## config.mk

```make
export PLATFORM = sky130hd
export DESIGN_NAME = memory_stage
export DESIGN_NICKNAME = d
export VERILOG_FILES = /design/src/rtl/y86_pkg.sv /design/src/rtl/mem_access_ctrl.sv /design/src/rtl/memory_stage.sv
export SDC_FILE = /design/constraint.sdc
export NUM_CORES = 1
export LEC_CHECK = 0
export ABC_CLOCK_PERIOD_IN_PS = 3100
export CAP_MARGIN = 20
export CORE_AREA = 2 2 217 219
export DETAILED_ROUTE_END_ITERATION = 8
export DIE_AREA = 0 0 219 221
export GPL_TIMING_DRIVEN = 1
export SETUP_SLACK_MARGIN = 0.2
export SYNTH_ARGS = -nofsm -noshare
export SYNTH_HDL_FRONTEND = slang
export SYNTH_SLANG_ARGS = --single-unit
```

## constraint.sdc

```tcl
create_clock -name clock -period 3.1 [get_ports clock]
set_clock_uncertainty 0.1 [all_clocks]
set_input_delay 0.62 -clock clock [delete_from_list [all_inputs] [get_ports clock]]
set_output_delay 0.62 -clock clock [all_outputs]
set_load 0.02 [all_outputs]
```

## src/rtl/y86_pkg.sv

```systemverilog
// Shared Y86-64 definitions for the memory stage.
// Contents: instruction codes, status codes, register IDs, the stage state
// enum and a decoder that tells which memory access an instruction makes.
package y86_pkg;

    localparam logic [3:0] I_HALT   = 4'h0;
    localparam logic [3:0] I_NOP    = 4'h1;
    localparam logic [3:0] I_RRMOVQ = 4'h2;
    localparam logic [3:0] I_IRMOVQ = 4'h3;
    localparam logic [3:0] I_RMMOVQ = 4'h4;
    localparam logic [3:0] I_MRMOVQ = 4'h5;
    localparam logic [3:0] I_OPQ    = 4'h6;
    localparam logic [3:0] I_JXX    = 4'h7;
    localparam logic [3:0] I_CALL   = 4'h8;
    localparam logic [3:0] I_RET    = 4'h9;
    localparam logic [3:0] I_PUSHQ  = 4'hA;
    localparam logic [3:0] I_POPQ   = 4'hB;

    localparam logic [2:0] STAT_AOK = 3'd1;
    localparam logic [2:0] STAT_HLT = 3'd2;
    localparam logic [2:0] STAT_ADR = 3'd3;
    localparam logic [2:0] STAT_INS = 3'd4;

    localparam logic [3:0] RSP   = 4'd4;
    localparam logic [3:0] RNONE = 4'hF;

    typedef enum logic [1:0] {
        ST_IDLE   = 2'd0,
        ST_ACCESS = 2'd1,
        ST_HOLD   = 2'd2,
        ST_HALTED = 2'd3
    } stage_state_t;

    // What the memory stage has to do for one instruction.
    typedef struct packed {
        logic is_access;       // instruction touches data memory
        logic is_write;        // 1 = store, 0 = load
        logic use_val_a_addr;  // ret/popq address from val_a instead of val_e
        logic use_val_p_data;  // call stores the return address (val_p)
    } mem_op_t;

    function automatic mem_op_t decode_mem_op(input logic [3:0] icode);
        mem_op_t op;
        op = '0;
        case (icode)
            I_RMMOVQ, I_PUSHQ: begin
                op.is_access = 1'b1;
                op.is_write  = 1'b1;
            end
            I_MRMOVQ: begin
                op.is_access = 1'b1;
            end
            I_CALL: begin
                op.is_access      = 1'b1;
                op.is_write       = 1'b1;
                op.use_val_p_data = 1'b1;
            end
            I_RET, I_POPQ: begin
                op.is_access      = 1'b1;
                op.use_val_a_addr = 1'b1;
            end
            default: begin
                op = '0;
            end
        endcase
        return op;
    endfunction

endpackage

```

## src/rtl/mem_access_ctrl.sv

```systemverilog
// Memory request engine for the memory stage.
// Holds the request registers (req/we/addr/wdata) and the timeout counter.
// Ports:
//   clock, reset_n           clock and synchronous active-low reset
//   start, start_we/addr/wdata  launch a request from the next cycle on
//   mem_ack                  bus completion
//   mem_req/we/addr/wdata    registered request to the bus
//   done                     request ends at the coming edge (ack or timeout)
//   acked                    request ends because of an ack (ack beats timeout)
module mem_access_ctrl #(
    parameter int TIMEOUT = 16
) (
    input  logic        clock,
    input  logic        reset_n,
    input  logic        start,
    input  logic        start_we,
    input  logic [63:0] start_addr,
    input  logic [63:0] start_wdata,
    input  logic        mem_ack,
    output logic        mem_req,
    output logic        mem_we,
    output logic [63:0] mem_addr,
    output logic [63:0] mem_wdata,
    output logic        done,
    output logic        acked
);

    localparam int CNT_W = (TIMEOUT > 1) ? $clog2(TIMEOUT) : 1;
    localparam logic [CNT_W-1:0] CNT_LAST = CNT_W'(TIMEOUT - 1);

    logic             req_r;
    logic             we_r;
    logic [63:0]      addr_r;
    logic [63:0]      wdata_r;
    logic [CNT_W-1:0] cnt_r;
    logic             acked_s;
    logic             timeout_s;

    // Completion decode; an ack seen in the last allowed cycle still counts as success.
    always_comb begin
        acked_s   = req_r && mem_ack;
        timeout_s = req_r && (cnt_r == CNT_LAST);
    end

    // Request registers and wait counter.
    always_ff @(posedge clock) begin
        if (!reset_n) begin
            req_r   <= 1'b0;
            we_r    <= 1'b0;
            addr_r  <= 64'd0;
            wdata_r <= 64'd0;
            cnt_r   <= '0;
        end else if (start) begin
            req_r   <= 1'b1;
            we_r    <= start_we;
            addr_r  <= start_addr;
            wdata_r <= start_wdata;
            cnt_r   <= '0;
        end else if (req_r) begin
            if (acked_s || timeout_s) begin
                req_r <= 1'b0;
                cnt_r <= '0;
            end else begin
                cnt_r <= cnt_r + 1'b1;
            end
        end
    end

    assign mem_req   = req_r;
    assign mem_we    = we_r;
    assign mem_addr  = addr_r;
    assign mem_wdata = wdata_r;
    assign done      = acked_s || timeout_s;
    assign acked     = acked_s;

endmodule

```

## src/rtl/memory_stage.sv

```systemverilog
// Y86-64 memory stage between execute and write-back.
// Accepts one instruction over in_valid/in_ready, performs its data-memory
// access through mem_access_ctrl, and presents the result on out_valid/out_ready.
// After the first result whose status is not AOK has been handed over, the
// stage stops accepting work until reset.
// Ports:
//   clock, reset_n                clock and synchronous active-low reset
//   in_valid/in_ready, in_*       execute-side handshake and fields
//   mem_req/we/addr/wdata/ack/rdata  data-memory bus
//   out_valid/out_ready, out_*    write-back-side handshake and fields
module memory_stage
    import y86_pkg::*;
#(
    parameter logic [63:0] ADDR_MAX = 64'h0FFF,
    parameter int          TIMEOUT  = 16
) (
    input  logic        clock,
    input  logic        reset_n,
    input  logic        in_valid,
    output logic        in_ready,
    input  logic [3:0]  in_icode,
    input  logic [3:0]  in_ra,
    input  logic [3:0]  in_rb,
    input  logic        in_cnd,
    input  logic [63:0] in_val_e,
    input  logic [63:0] in_val_a,
    input  logic [63:0] in_val_p,
    input  logic [2:0]  in_stat,
    output logic        mem_req,
    output logic        mem_we,
    output logic [63:0] mem_addr,
    output logic [63:0] mem_wdata,
    input  logic        mem_ack,
    input  logic [63:0] mem_rdata,
    output logic        out_valid,
    input  logic        out_ready,
    output logic [3:0]  out_icode,
    output logic [3:0]  out_ra,
    output logic [3:0]  out_rb,
    output logic        out_cnd,
    output logic [63:0] out_val_e,
    output logic [63:0] out_val_m,
    output logic [2:0]  out_stat
);

    // Highest address at which a full 8-byte word still fits.
    localparam logic [63:0] ADDR_LAST_WORD = ADDR_MAX - 64'd7;

    stage_state_t state_r;
    logic         in_ready_r;
    logic         out_valid_r;
    logic [3:0]   out_icode_r;
    logic [3:0]   out_ra_r;
    logic [3:0]   out_rb_r;
    logic         out_cnd_r;
    logic [63:0]  out_val_e_r;
    logic [63:0]  out_val_m_r;
    logic [2:0]   out_stat_r;
    logic         read_r;

    mem_op_t      op_s;
    logic [63:0]  addr_s;
    logic [63:0]  wdata_s;
    logic         addr_bad_s;
    logic         accept_s;
    logic         start_s;
    logic         done_s;
    logic         acked_s;

    // Decode the offered instruction and check its address.
    always_comb begin
        op_s = decode_mem_op(in_icode);
        if (op_s.use_val_a_addr) begin
            addr_s = in_val_a;
        end else begin
            addr_s = in_val_e;
        end
        if (op_s.use_val_p_data) begin
            wdata_s = in_val_p;
        end else begin
            wdata_s = in_val_a;
        end
        // Unsigned compare also rejects addresses that wrap past 2^64.
        addr_bad_s = (addr_s > ADDR_LAST_WORD);
        accept_s   = in_valid && in_ready_r;
        start_s    = accept_s && (in_stat == STAT_AOK) && op_s.is_access && !addr_bad_s;
    end

    mem_access_ctrl #(
        .TIMEOUT (TIMEOUT)
    ) u_access (
        .clock       (clock),
        .reset_n     (reset_n),
        .start       (start_s),
        .start_we    (op_s.is_write),
        .start_addr  (addr_s),
        .start_wdata (wdata_s),
        .mem_ack     (mem_ack),
        .mem_req     (mem_req),
        .mem_we      (mem_we),
        .mem_addr    (mem_addr),
        .mem_wdata   (mem_wdata),
        .done        (done_s),
        .acked       (acked_s)
    );

    // Stage FSM with registered handshake and result fields.
    always_ff @(posedge clock) begin
        if (!reset_n) begin
            state_r     <= ST_IDLE;
            in_ready_r  <= 1'b1;
            out_valid_r <= 1'b0;
            out_icode_r <= 4'd0;
            out_ra_r    <= 4'd0;
            out_rb_r    <= 4'd0;
            out_cnd_r   <= 1'b0;
            out_val_e_r <= 64'd0;
            out_val_m_r <= 64'd0;
            out_stat_r  <= 3'd0;
            read_r      <= 1'b0;
        end else begin
            case (state_r)
                ST_IDLE: begin
                    if (accept_s) begin
                        in_ready_r  <= 1'b0;
                        out_icode_r <= in_icode;
                        out_ra_r    <= in_ra;
                        out_rb_r    <= in_rb;
                        out_cnd_r   <= in_cnd;
                        out_val_e_r <= in_val_e;
                        out_val_m_r <= 64'd0;
                        read_r      <= !op_s.is_write;
                        if (in_stat != STAT_AOK) begin
                            state_r     <= ST_HOLD;
                            out_valid_r <= 1'b1;
                            out_stat_r  <= in_stat;
                        end else if (!op_s.is_access) begin
                            state_r     <= ST_HOLD;
                            out_valid_r <= 1'b1;
                            out_stat_r  <= STAT_AOK;
                        end else if (addr_bad_s) begin
                            state_r     <= ST_HOLD;
                            out_valid_r <= 1'b1;
                            out_stat_r  <= STAT_ADR;
                        end else begin
                            state_r <= ST_ACCESS;
                        end
                    end
                end
                ST_ACCESS: begin
                    if (done_s) begin
                        state_r     <= ST_HOLD;
                        out_valid_r <= 1'b1;
                        if (acked_s) begin
                            out_stat_r  <= STAT_AOK;
                            out_val_m_r <= read_r ? mem_rdata : 64'd0;
                        end else begin
                            out_stat_r  <= STAT_ADR;
                            out_val_m_r <= 64'd0;
                        end
                    end
                end
                ST_HOLD: begin
                    if (out_ready) begin
                        out_valid_r <= 1'b0;
                        if (out_stat_r == STAT_AOK) begin
                            state_r    <= ST_IDLE;
                            in_ready_r <= 1'b1;
                        end else begin
                            state_r <= ST_HALTED;
                        end
                    end
                end
                ST_HALTED: begin
                    in_ready_r  <= 1'b0;
                    out_valid_r <= 1'b0;
                end
                default: begin
                    state_r     <= ST_IDLE;
                    in_ready_r  <= 1'b1;
                    out_valid_r <= 1'b0;
                end
            endcase
        end
    end

    assign in_ready  = in_ready_r;
    assign out_valid = out_valid_r;
    assign out_icode = out_icode_r;
    assign out_ra    = out_ra_r;
    assign out_rb    = out_rb_r;
    assign out_cnd   = out_cnd_r;
    assign out_val_e = out_val_e_r;
    assign out_val_m = out_val_m_r;
    assign out_stat  = out_stat_r;

endmodule
```

==> run_results.csv, run 1 <==
group,metric,value,unit
clock_tree,hold_buffers,0,
worst_setup_path,crit_slowest_cell,"or4_4",
yosys,ys_warn_count,0,
routing,wl,47500,µm
sta,fin_setup_tns,0,ns
yosys,synthCells,1302,
yosys,yosys-top-cells-area,"dfxtp_1, nand2_1, a21boi_0",
yosys,synth_top_cell_area_share,0.486,
worst_setup_path,end_kind,"register",
yosys,ys_ff_latch,283,
clock_tree,cts_tree,"built",
sta,final_hold_viol_count,0,
floorplan,rows,79,
yosys,synth-main-ff-cell,"dfxtp_1",
worst_setup_path,cpPeakStageDelay,0.56,ns
routing,wl_per_cell,18.9,µm
pwr,power_density,537,mW/mm²
sta,fmax,352,MHz
routing,drtAntennaViolNets,0,
yosys,synth_seq_area_share,0.486,
layout,fill_cells,4472,
clock_tree,h-tree-depth,2,
clock_tree,cts_max_path_buffers,3,
flow_run,cap_violations,0,
run_status,status,"finished clean",
yosys,syn-num-nets,1584,
layout,area_delta_synth_final,70.0,%
routing,viasPerCell,4.55,
routing,drc,0,
sta,rsz0062_at_grt,"no",
yosys,synth.distinct_cells,41,
layout,drive_above_1_share,0.127,
place,io_buffers,552,
global_routing,grt_pass1_vias,11200,
worst_setup_path,path_cells,"clkdlybuf4s50_1, or4_4, nor4_4, buf_4, o211ai_1, or3_4, buf_12, and3_1",
routing,dr_total_vias,11400,
layout,final_area,0.0198,mm²
pwr,peakVddDrop,0.316,mV
hold_path,hp-start,"in_val_e[44]",
clock_tree,clk_pin_slew_worst_paths,0.06,ns
routing,routed-wl-met2,23500,µm
clock_tree,cts_root_buf,"clkbuf_16",
routing,wl_met3,3810,µm
worst_setup_path,rrSetupSlack,0.83,ns
global_routing,grt_use_total,0.182,
yosys,syn_area_per_cell,8.95,µm²
floorplan,dieWidth,219,µm
hold_path,hp-class,"primary input to register",
yosys,synth_edf_count,0,
place,dp_hpwl,35100,µm
global_routing,grt_first_pass_wirelength,67700,µm
routing,firstDrtPassIters,5,
sta,fin_ws,0.256,ns
worst_setup_path,cp_data_arrival_time,3.17,ns
worst_setup_path,worstReg2RegStart,"state_r[0]",
worst_setup_path,path_class,"primary input to register",
sta,relSlewSlack,0.600,
worst_setup_path,required,3.43,ns
worst_setup_path,r2r_cells,8,
layout,nets,2157,
clock_tree,cts_sinks,283,
floorplan,io_pins,553,
yosys,yosysMostFrequentCell,"nand2_1",
sta,min_period,2.84,ns
hold_path,holdPathStages,3,
worst_setup_path,setup.worst_path.start_class,"primary input",
yosys,async_reset_ff_frac,0,
sta,maxSlewViolCount,0,
global_routing,grt_max_degree,95,
sta,worstMarginPinSlew,0.601,ns
sta,setup_viol,0,
floorplan,die-height,221,µm
yosys,synth_top_area_cell,"dfxtp_1",
global_routing,grt-ovfl-total,0,
sta,period_share,0.917,
floorplan,initial_utilization,0.253,
pwr,leakage,7.88,nW
worst_setup_path,cp_max_fo,14,
clock_tree,clock_latency,0.53,ns
yosys,synthTopCellsByCount,"nand2_1, dfxtp_1, a21boi_0",
routing,initialDrtViolationCount,510,
routing,wl_met1,18900,µm
routing,maxUsedRoutingLayer,"met5",
clock_tree,cts_buffers,34,
hold_path,min_to,"out_val_e[44]",
floorplan,die_area,0.0484,mm²
place,gp_congestion,0.972,
place,dp_slack,-0.618,ns
global_routing,antenna_found_initial,5,
place,place_area,0.0183,mm²
worst_setup_path,r2r_end,"out_val_m[62]",
yosys,netlist_area,0.0116,mm²
floorplan,core_area,0.0461,mm²
[worst max-delay path: cells and delay by family]
kind	cells	cell delay, ns
and+or+nand+nor	4	1.51
AOI/OAI and AO/OA	1	0.17
buffers and inverters	3	0.84
[final cells by class]
cell class | count | area [µm²] | area share
clock buffer | 45 | 952 | 0.0481
antenna | 5 | 12.5 | 0.000632
tap | 607 | 759 | 0.0383
clock inverter | 16 | 204 | 0.0103
multi-input combinational | 911 | 5670 | 0.286
timing repair buffer | 638 | 6520 | 0.329
inverter | 7 | 26.3 | 0.00133
sequential | 283 | 5670 | 0.286
[where the power goes]
group	leakage, nW	internal [W]	switching, W	total (W)
logic	5.02	0.00111	0.00141	0.00252
clock network	0.568	0.00251	0.00162	0.00413
registers	2.29	0.00387	0.000129	0.00399
[per-stage QoR]
step | hold WS, ns | total power, W | util | instances
after floorplan | 0.365 | 0.00522 | - | 1302
after global placement | 0.343 | 0.00658 | 0.398 | 2438
after detailed placement | 0.351 | 0.00661 | 0.398 | 2438
after CTS | 0.359 | 0.0108 | 0.423 | 2499
after global routing | 0.280 | 0.0111 | 0.430 | 2510
final | 0.291 | 0.0106 | 0.430 | 2512
[cells by family (layout without fill, tap and decap cells)]
logic type	Yosys count	after routing	synth area share
AO/OA/AOI/OAI	168	168	0.107
adder cells (fa/ha/maj)	5	5	0.00537
buffers and inverters	109	706	0.0401
flip-flops	283	283	0.486
multiplexers	158	158	0.144
other	0	5	0
AND/OR/NAND/NOR	579	580	0.218
[routing by layer]
metal  vias up  track usage
li1       5578            -
met4         4       0.0575
met1      5362        0.207
met5         -            0
met2       411        0.320
met3        70       0.0584
[what timing repair did]
action                     CTS  global route
pin swaps                    0             8
setup buffers                0             1
cloned                       0             7
hold endpoints to repair     0             0
resized for setup            3            36
setup endpoints to repair  137           133
[layout by cell type, fill, tap and decap left out, types with 6 or more instances in the layout]
cell and count:
buf_4 62, clkinv_2 7, nor2_1 8, and3_1 56, mux2_2 76, dfxtp_1 283, nand4_1 7, clkbuf_16 38
o21ai_0 7, buf_12 16, nand2_1 394, clkdlybuf4s50_1 540, nand3_1 70, inv_1 7, dlymetal6s2s_1 11, nor4_1 14
nor4_2 6, mux2i_1 82, clkbuf_8 6, a21boi_0 142
[flip-flops by register name, indices dropped and copies added (netlist names), 2 cells and up]
name	cells
out_ra	4
u_access.mem_wdata	64
out_val_e	64
u_access.cnt_r	4
out_stat	3
u_access.mem_addr	64
out_rb	4
out_icode	4
state_r	2
out_val_m	64
[how the worst max path moves through the flow]
stage               cells after the start                      to         start
floorplan                              10  u_access.mem_wdata[10]   in_icode[2]
global placement                       10  u_access.mem_wdata[61]  in_val_e[52]
detailed placement                     10   u_access.mem_wdata[9]  in_val_e[53]
CTS                                    10   u_access.mem_wdata[9]  in_val_e[38]
global route                            9   u_access.mem_addr[12]   in_icode[1]
finish                                  8   u_access.mem_addr[30]  in_val_e[29]
Note: power is estimated with default switching activity, not from simulation.
==> run 2, diff against run 1 <==
--- a/config.mk
+++ b/config.mk
@@ -7,7 +7,7 @@
 export LEC_CHECK = 0
 export ABC_CLOCK_PERIOD_IN_PS = 3100
 export CAP_MARGIN = 20
-export CORE_AREA = 2 2 217 219
+export CORE_AREA = 5 5 214 216
 export DETAILED_ROUTE_END_ITERATION = 8
 export DIE_AREA = 0 0 219 221
 export GPL_TIMING_DRIVEN = 1
==> run_results.csv, run 2 (synthesized netlist as in run 1, its figures left out) <==
group,metric,value,unit
clock_tree,cts_tree,"built",
global_routing,grt_use_total,0.187,
routing,firstDrtPassIters,5,
pwr,seqPwrFrac,0.383,
worst_setup_path,required,3.42,ns
clock_tree,cts_max_path_buffers,3,
layout,nets,2142,
worst_setup_path,path_cells,"clkdlybuf4s50_1, nor4_2, buf_4, nand3_1, nor2_2, o221ai_1, or3_4, buf_12, and3_1",
layout,drive_above_1_share,0.116,
floorplan,core_area,0.0437,mm²
floorplan,die-height,221,µm
worst_setup_path,crit_slowest_cell,"or3_4",
routing,drc,0,
global_routing,antenna_found_initial,3,
pwr,p_total,0.0104,W
pwr,power_density,540,mW/mm²
layout,mostFrequentLayoutCells,"clkdlybuf4s50_1, nand2_1, dfxtp_1",
clock_tree,cts_buffers,34,
worst_setup_path,cp_data_arrival_time,3.18,ns
routing,initialDrtViolationCount,586,
floorplan,rows,77,
sta,period_share,0.924,
worst_setup_path,setup.worst_path.start_class,"primary input",
worst_setup_path,cpPeakStageDelay,0.47,ns
clock_tree,cts_root_buf,"clkbuf_16",
clock_tree,h-tree-depth,2,
floorplan,io_pins,553,
place,dp_hpwl,36400,µm
pwr,internal_power,0.00735,W
sta,final_hold_viol_count,0,
pwr,clkPwrFrac,0.383,
flow_run,cap_violations,0,
hold_path,hp-class,"register to register",
global_routing,grt_pass1_vias,11500,
floorplan,dieWidth,219,µm
layout,fill_cells,4329,
clock_tree,clk_pin_slew_worst_paths,0.06,ns
pwr,peakVddDrop,0.344,mV
pwr,leakage,7.59,nW
sta,relSlewSlack,0.405,
floorplan,die_area,0.0484,mm²
sta,rsz0062_at_grt,"no",
clock_tree,clock_latency,0.53,ns
sta,fin_hold_ws,0.356,ns
global_routing,grt-ovfl-total,0,
pwr,switching_share,0.296,
place,io_buffers,552,
place,dp_slack,-0.516,ns
layout,area_delta_synth_final,66.1,%
sta,maxSlewViolCount,0,
global_routing,grt_max_degree,89,
place,gp_congestion,0.893,
worst_setup_path,end_kind,"register",
sta,worstMarginPinSlew,0.893,ns
routing,dr_total_vias,11300,
worst_setup_path,cp_max_fo,65,
worst_setup_path,path_class,"primary input to register",
sta,fmax,349,MHz
layout,final_common_cell,"clkdlybuf4s50_1",
layout,final_util,0.442,
pwr,p_sw,0.00310,W
sta,fin_ws,0.237,ns
routing,wl_per_cell,19.2,µm
run_status,status,"finished clean",
routing,drtAntennaViolNets,0,
routing,wl,47600,µm
clock_tree,cts_sinks,283,
routing,viasPerCell,4.56,
sta,min_period,2.86,ns
floorplan,initial_utilization,0.266,
sta,setup_viol,0,
pwr,comb_power_share,0.234,
global_routing,grt_first_pass_wirelength,70200,µm
run 2: metrics by stage:
| stage | instances | setup TNS (ns) | cell area (µm²) |
|---|---|---|---|
| floorplan | 1302 | 0 | 11600 |
| global placement | 2415 | -61.19 | 18200 |
| detailed placement | 2415 | -63.09 | 18200 |
| CTS | 2476 | 0 | 19300 |
| global route | 2478 | 0 | 19400 |
| finish | 2478 | 0 | 19400 |
run 2: timing repair:
action,4_1_cts,5_1_grt
pin swaps,0,1
gates resized for setup,3,7
buffers inserted,1,0
setup endpoints to repair,133,133
hold buffers,0,0
run 2: worst paths after layout:
check	cells past startpoint	endpoint	slack, ns	start
hold / removal	2	u_access.mem_addr[9]	0.36	u_access.mem_addr[9]
setup / recovery	9	u_access.mem_addr[43]	0.24	in_val_e[39]
setup reg to reg	8	out_val_m[63]	0.90	state_r[0]
hold reg to reg	2	u_access.mem_addr[9]	0.36	u_access.mem_addr[9]
run 2: cell type report:
cell class	instances	area [µm²]	share of cell area
Timing Repair Buffer	624	6190	0.320
Multi-Input combinational cell	910	5610	0.290
Clock buffer	46	947	0.0489
Tap cell	592	741	0.0383
Clock inverter	14	166	0.00860
Sequential cell	283	5670	0.293
Inverter	7	26.3	0.00136
Antenna cell	2	5.00	0.000259
run 2: metal layers:
| metal | global-route usage | vias to the layer above | share of wire |
|---|---|---|---|
| li1 | - | 5540 | - |
| met1 | 0.214 | 5212 | 0.39 |
| met2 | 0.310 | 432 | 0.47 |
| met3 | 0.0664 | 105 | 0.087 |
| met4 | 0.0881 | 2 | 0.051 |
| met5 | 0 | - | 0.00032 |
run 2: critical path: cells and delay by family:
family / cells / cell delay, ns
buffers and inverters: 3 / 0.83
AND/OR/NAND/NOR: 5 / 1.46
AO/OA/AOI/OAI: 1 / 0.19
run 2: power by group through the flow:
| stage | logic [W] | clock network, W | registers (W) |
|---|---|---|---|
| after global routing | 0.00262 | 0.00430 | 0.00403 |
| after floorplan | 0.000903 | 0 | 0.00432 |
| final | 0.00245 | 0.00400 | 0.00400 |
| after detailed placement | 0.00247 | 0 | 0.00408 |
| after global placement | 0.00246 | 0 | 0.00407 |
| after CTS | 0.00248 | 0.00415 | 0.00400 |
